[src/rtl/cacheline_adaptor.sv]
// Purpose: bridges one cache-line request to a BEATS-long memory burst (read assemble / write split).
// Latency: burst request from the cycle after acceptance; resp_o one cycle after the last beat.
// Backpressure: memory paces beats with resp_i (gaps hold state); cache holds its request until resp_o.
module cacheline_adaptor #(
    parameter int s_line  = 256,
    parameter int s_burst = 64
) (
    input  logic               clk,
    input  logic               rst_n,
    input  logic [s_line-1:0]  line_i,
    output logic [s_line-1:0]  line_o,
    input  logic [31:0]        address_i,
    input  logic               read_i,
    input  logic               write_i,
    output logic               resp_o,
    input  logic [s_burst-1:0] burst_i,
    output logic [s_burst-1:0] burst_o,
    output logic [31:0]        address_o,
    output logic               read_o,
    output logic               write_o,
    input  logic               resp_i
);

    localparam int BEATS = s_line / s_burst;
    localparam int CW    = $clog2(BEATS);
    localparam int OFFW  = $clog2(s_line / 8);
    localparam logic [CW-1:0] LAST_BEAT  = CW'(BEATS - 1);
    // Clears the byte-offset-within-line bits of the address.
    localparam logic [31:0]   ALIGN_MASK = ~((32'd1 << OFFW) - 32'd1);

    typedef enum logic [2:0] {
        IDLE,
        RD_BURST,
        RD_DONE,
        WR_BURST,
        WR_DONE
    } state_t;

    state_t              state;
    state_t              next_state;
    logic [CW-1:0]       cnt;
    logic [31:0]         addr_q;
    logic [s_line-1:0]   wline_q;
    logic [s_line-1:0]   rline_q;
    logic                accept_wr;
    logic                accept_rd;
    logic                beat;
    logic [s_burst-1:0]  wr_slice;

    assign line_o = rline_q;

    // State register; reset aborts any burst in flight without a response.
    always_ff @(posedge clk or negedge rst_n) begin
        if (!rst_n) begin
            state <= IDLE;
        end else begin
            state <= next_state;
        end
    end

    // Select the write slice addressed by the beat counter.
    always_comb begin
        wr_slice = '0;
        for (int i = 0; i < BEATS; i++) begin
            if (int'(cnt) == i) begin
                wr_slice = wline_q[i*s_burst +: s_burst];
            end
        end
    end

    // Next-state and output decode; outputs depend only on state so reset zeroes them at once.
    always_comb begin
        next_state = state;
        read_o     = 1'b0;
        write_o    = 1'b0;
        resp_o     = 1'b0;
        address_o  = '0;
        burst_o    = '0;
        accept_wr  = 1'b0;
        accept_rd  = 1'b0;
        beat       = 1'b0;
        case (state)
            IDLE: begin
                // Write wins when both requests are raised together.
                if (write_i) begin
                    accept_wr  = 1'b1;
                    next_state = WR_BURST;
                end else if (read_i) begin
                    accept_rd  = 1'b1;
                    next_state = RD_BURST;
                end
            end
            RD_BURST: begin
                read_o    = 1'b1;
                address_o = addr_q & ALIGN_MASK;
                if (resp_i) begin
                    beat = 1'b1;
                    if (cnt == LAST_BEAT) next_state = RD_DONE;
                end
            end
            WR_BURST: begin
                write_o   = 1'b1;
                address_o = addr_q & ALIGN_MASK;
                burst_o   = wr_slice;
                if (resp_i) begin
                    beat = 1'b1;
                    if (cnt == LAST_BEAT) next_state = WR_DONE;
                end
            end
            RD_DONE, WR_DONE: begin
                resp_o     = 1'b1;
                next_state = IDLE;
            end
            default: next_state = IDLE;
        endcase
    end

    // Datapath: latch request, step the beat counter, assemble read beats into line_o.
    always_ff @(posedge clk or negedge rst_n) begin
        if (!rst_n) begin
            cnt     <= '0;
            addr_q  <= '0;
            wline_q <= '0;
            rline_q <= '0;
        end else begin
            if (accept_wr) begin
                addr_q  <= address_i;
                wline_q <= line_i;
                cnt     <= '0;
            end else if (accept_rd) begin
                addr_q <= address_i;
                cnt    <= '0;
            end else if (beat) begin
                cnt <= cnt + CW'(1);
            end
            if (beat && state == RD_BURST) begin
                for (int i = 0; i < BEATS; i++) begin
                    if (int'(cnt) == i) begin
                        rline_q[i*s_burst +: s_burst] <= burst_i;
                    end
                end
            end
        end
    end

endmodule

[config.mk]
export PLATFORM = sky130hd
export DESIGN_NAME = cacheline_adaptor
export DESIGN_NICKNAME = d
export VERILOG_FILES = /design/src/rtl/cacheline_adaptor.sv
export SDC_FILE = /design/constraint.sdc
export NUM_CORES = 1
export LEC_CHECK = 0
export ABC_AREA = 1
export CAP_MARGIN = 20
export CORE_AREA = 2 2 279 281
export DETAILED_ROUTE_END_ITERATION = 12
export DIE_AREA = 0 0 281 283
export GPL_TIMING_DRIVEN = 0
export HOLD_SLACK_MARGIN = 0.06
export SKIP_LAST_GASP = 1
export SLEW_MARGIN = 0
export SYNTH_ARGS = -nofsm -noshare
export SYNTH_HDL_FRONTEND = slang
export SYNTH_SLANG_ARGS = --single-unit
export TNS_END_PERCENT = 30
[constraint.sdc]
create_clock -name clk -period 3.5 [get_ports clk]
set_input_delay 0.35 -clock clk [delete_from_list [all_inputs] [get_ports clk]]
set_output_delay 0.35 -clock clk [all_outputs]
set_load 0.01 [all_outputs]
==> summary.txt <==
Power
  – Clock share of power: 22.4%
  – Power share of the sequential group: 35.4%
  – Total leakage power: 15.29 nW
  – Cell internal pwr: 19.08 mW
  – Pwr dens: 906.8 mW/mm^2
  – Max VDD drop: 0.0004153 V
  – Switch Pwr: 11.28 mW
  – Comb power frac: 42.2%
  – Switch share: 37.15%

Timing
  – Fin crit share: 98.66%
  – Final hold violation count: 0
  – Max Slew Vio Count: 0
  – Final setup vio count: 0
  – Worst Max-Slew Pin Slew: about 770 ps
  – Slew HR: a little under 50%
  – Clock Skews: 24.54 ps
  – F_max: 289.6 MHz
  – Unrepaired setup endpoints after global routing: yes
  – Worst Hold Slack: 147.5 ps
  – Final min period: 3453 ps

Clocking
  – CTS tree: yes
  – CTS buffer count: 61
  – CTS max path bufs: 3
  – Clock transition at path regs: 60 ps
  – H-tree depth: 2
  – Clk sinks: 544
  – Latest clock arrival within the worst-skew pair: 630 ps
  – Root buffer cell: clkbuf_16

Placement
  – Hpwl dp: 68980 um
  – Placed Instances: 4361
  – Gpl congestion: 0.9144
  – PortBufs: 700

Finish
  – Fin nets: 3746
  – Final Util: a little over two fifths
  – Final Non-Filler Cells: 4482
  – Syn-to-layout area delta: 47.12%
  – FILL cells: 7688
  – Fraction of layout cells with a size suffix above 1: roughly 7.5%

Floorplanning
  – Die span in y: 283 um
  – Core region area: 0.07670 mm^2
  – I/O pin count: 712
  – Die Area: 0.07952 mm^2
  – Site row count: just over 100
  – Die W: 281 um
  – Starting density of the core: 29.67%

GRT
  – GRT overflow: 0
  – GR peak layer: met2
  – Initial antenna violation count: 24
  – Vias in the first global route: 20810
  – Met2 Use GR: 38.44%
  – Overall fraction of global-route tracks in use: 22.18%
  – Met1 Use GR: a little over a quarter
  – Largest net degree at the start of global routing: 118
  – Met3 usage: 6.176%
  – First-pass GRT wire length: about 130000 um

Drt
  – First-pass DRT Iterations: 5
  – Detailed Route Iter0 Violations: approximately 1400
  – DR vias: 20680
  – DRC Markers: 0
  – Post-DRT Antenna Nets: 0
  – WL/cell: 20.07 um
  – Post-Route WL: 89940 um
  – DR vias/cell: 4.614

Critical path
  – Max FO, Critical Path: 10
  – CP Launch Point: cnt[0]
  – Arr. time, crit path: 3100 ps
  – Startpoint types: flip-flop
  – Worst Path Required: 3150 ps
  – RR Startpoint: cnt[0]
  – Type of the setup path with the least slack: reg2out
  – CP endpoint kind: output port

Synthesis
  – Synth Instances: 2612
  – Avg Synthesized Cell Area: 8.714 um^2
  – Syn. warnings: 0
  – Synthesized flop and latch total: 544
  – Synthesized area: 0.02276 mm^2
  – Sequential fraction of the synthesis area: 59.81%
  – Yosys cell types: 18

Hold path
  – Hold path startpoint: resp_i
  – Hold Path Class: in2reg

Outcome
  – Status: complete, no violations

Run
  – Maxcap violations: 0
## stage by stage
step	setup slack, ps	setup TNS [ps]	power (mW)	area [um^2]
5_1_grt	-48.89	-291.2	32.37	33480
2_1_floorplan	1587	0	16.57	22780
3_5_place_dp	-272.7	-385.0	23.61	31230
3_3_place_gp	-23260	-	23.46	31080
6_report	46.85	0	30.36	33480
4_1_cts	-79.73	-238.3	30.61	33440
## cells by family after synthesis
| family | synth area share [%] |
|---|---|
| adders and majority gates | 0.2199 |
| DFF | 59.81 |
| AOI/OAI and AO/OA | 18.25 |
| other | 0.01648 |
| and+or+nand+nor | 12.04 |
| buffers and inverters | 9.659 |
## area by class of cell
class / count / area (um^2) / share of cell area (%)
Tap cell: 1040 / 1301 / 3.886
Clock inverter: 24 / 370.4 / 1.106
Antenna cell: 10 / 25.02 / 0.07473
Timing Repair Buffer: 706 / 7159 / 21.38
Clock buffer: 86 / 1760 / 5.257
Sequential cell: 544 / 13610 / 40.65
Multi-Input combinational cell: 1530 / 6979 / 20.84
Inverter: 362 / 1363 / 4.069
Buffer: 180 / 913.4 / 2.728
## registers in the layout, indices dropped and copies added (netlist names)
register,flops
cnt,2
addr_q,27
state,3
line_o,256
wline_q,256
## power by group through the flow
stage	clock (mW)	combinational [mW]	sequential, mW
2_1_floorplan	0	5.47	11.1
3_3_place_gp	0	12.6	10.8
3_5_place_dp	0	12.8	10.8
4_1_cts	6.95	12.9	10.7
5_1_grt	7.19	14.1	11.1
6_report	6.81	12.8	10.7
## cells in the final DEF (no fill, tap or decap)
cell / netlist / final
a21oi_2: 0 / 4
clkinvlp_4: 0 / 4
o21ai_0: 576 / 576
bufinv_16: 0 / 9
diode_2: 0 / 10
a21oi_1: 158 / 154
buf_1: 7 / 1
nor2_1: 57 / 57
clkbuf_1: 74 / 46
inv_6: 0 / 4
buf_8: 0 / 1
nand2_1: 654 / 654
buf_4: 16 / 18
inv_1: 357 / 357
inv_2: 3 / 2
nor3_4: 1 / 1
dfrtp_1: 544 / 544
clkbuf_2: 0 / 34
o211ai_1: 64 / 64
nand3_1: 10 / 10
nand4_1: 1 / 1
clkinv_1: 2 / 1
buf_16: 0 / 5
clkbuf_4: 0 / 5
inv_4: 0 / 1
conb_1: 1 / 5
clkbuf_8: 0 / 14
ha_1: 4 / 4
clkdlybuf4s50_1: 0 / 699
buf_2: 83 / 87
clkbuf_16: 0 / 61
clkinv_2: 0 / 8
dlygate4sd3_1: 0 / 1
## worst max-delay path: stages, from the launching register on
cell and delay (ps):
dfrtp_1 430, ha_1 230, inv_1 120, clkbuf_4 300, clkbuf_2 320, o211ai_1 140, a21oi_2 320, clkdlybuf4s50_1 620
## metal layers
layer	routed length (um)	vias to the layer above	share of wire, %
li1	-	9863	-
met1	35240	9888	39
met2	44280	714	49
met3	7039	187	7.8
met4	3198	28	3.6
met5	184	-	0.20
## what timing repair did
| action | CTS | global route |
|---|---|---|
| hold endpoints to repair | 73 | 0 |
| pin swaps | 0 | 1 |
| hold buffers | 1 | 0 |
| resized for setup | 47 | 22 |
| setup buffers | 0 | 0 |
| setup endpoints to repair | 64 | 37 |
## worst paths after layout
kind,to,slack [ps],cells after the start
worst max register to register,line_o[190],1260,6
max in group asynchronous,line_o[88],1350,5
worst min-delay path,cnt[1],150,3
worst min register to register,line_o[206],480,2
min in group asynchronous,wline_q[219],300,2
worst max-delay path,burst_o[5],50,7
## Yosys cell counts
cell type	instances	share of area, %
nand3_1	10	0.22
nor2_1	57	0.94
clkinv_1	2	0.033
buf_2	83	1.8
dfrtp_1	544	60
inv_1	357	5.9
inv_2	3	0.049
a21oi_1	158	3.5
buf_4	16	0.53
ha_1	4	0.22
conb_1	1	0.016
nand2_1	654	11
nand4_1	1	0.028
buf_1	7	0.12
o21ai_0	576	13
o211ai_1	64	2.1
clkbuf_1	74	1.2
nor3_4	1	0.071
No activity file was read; power rests on OpenSTA's default activity.
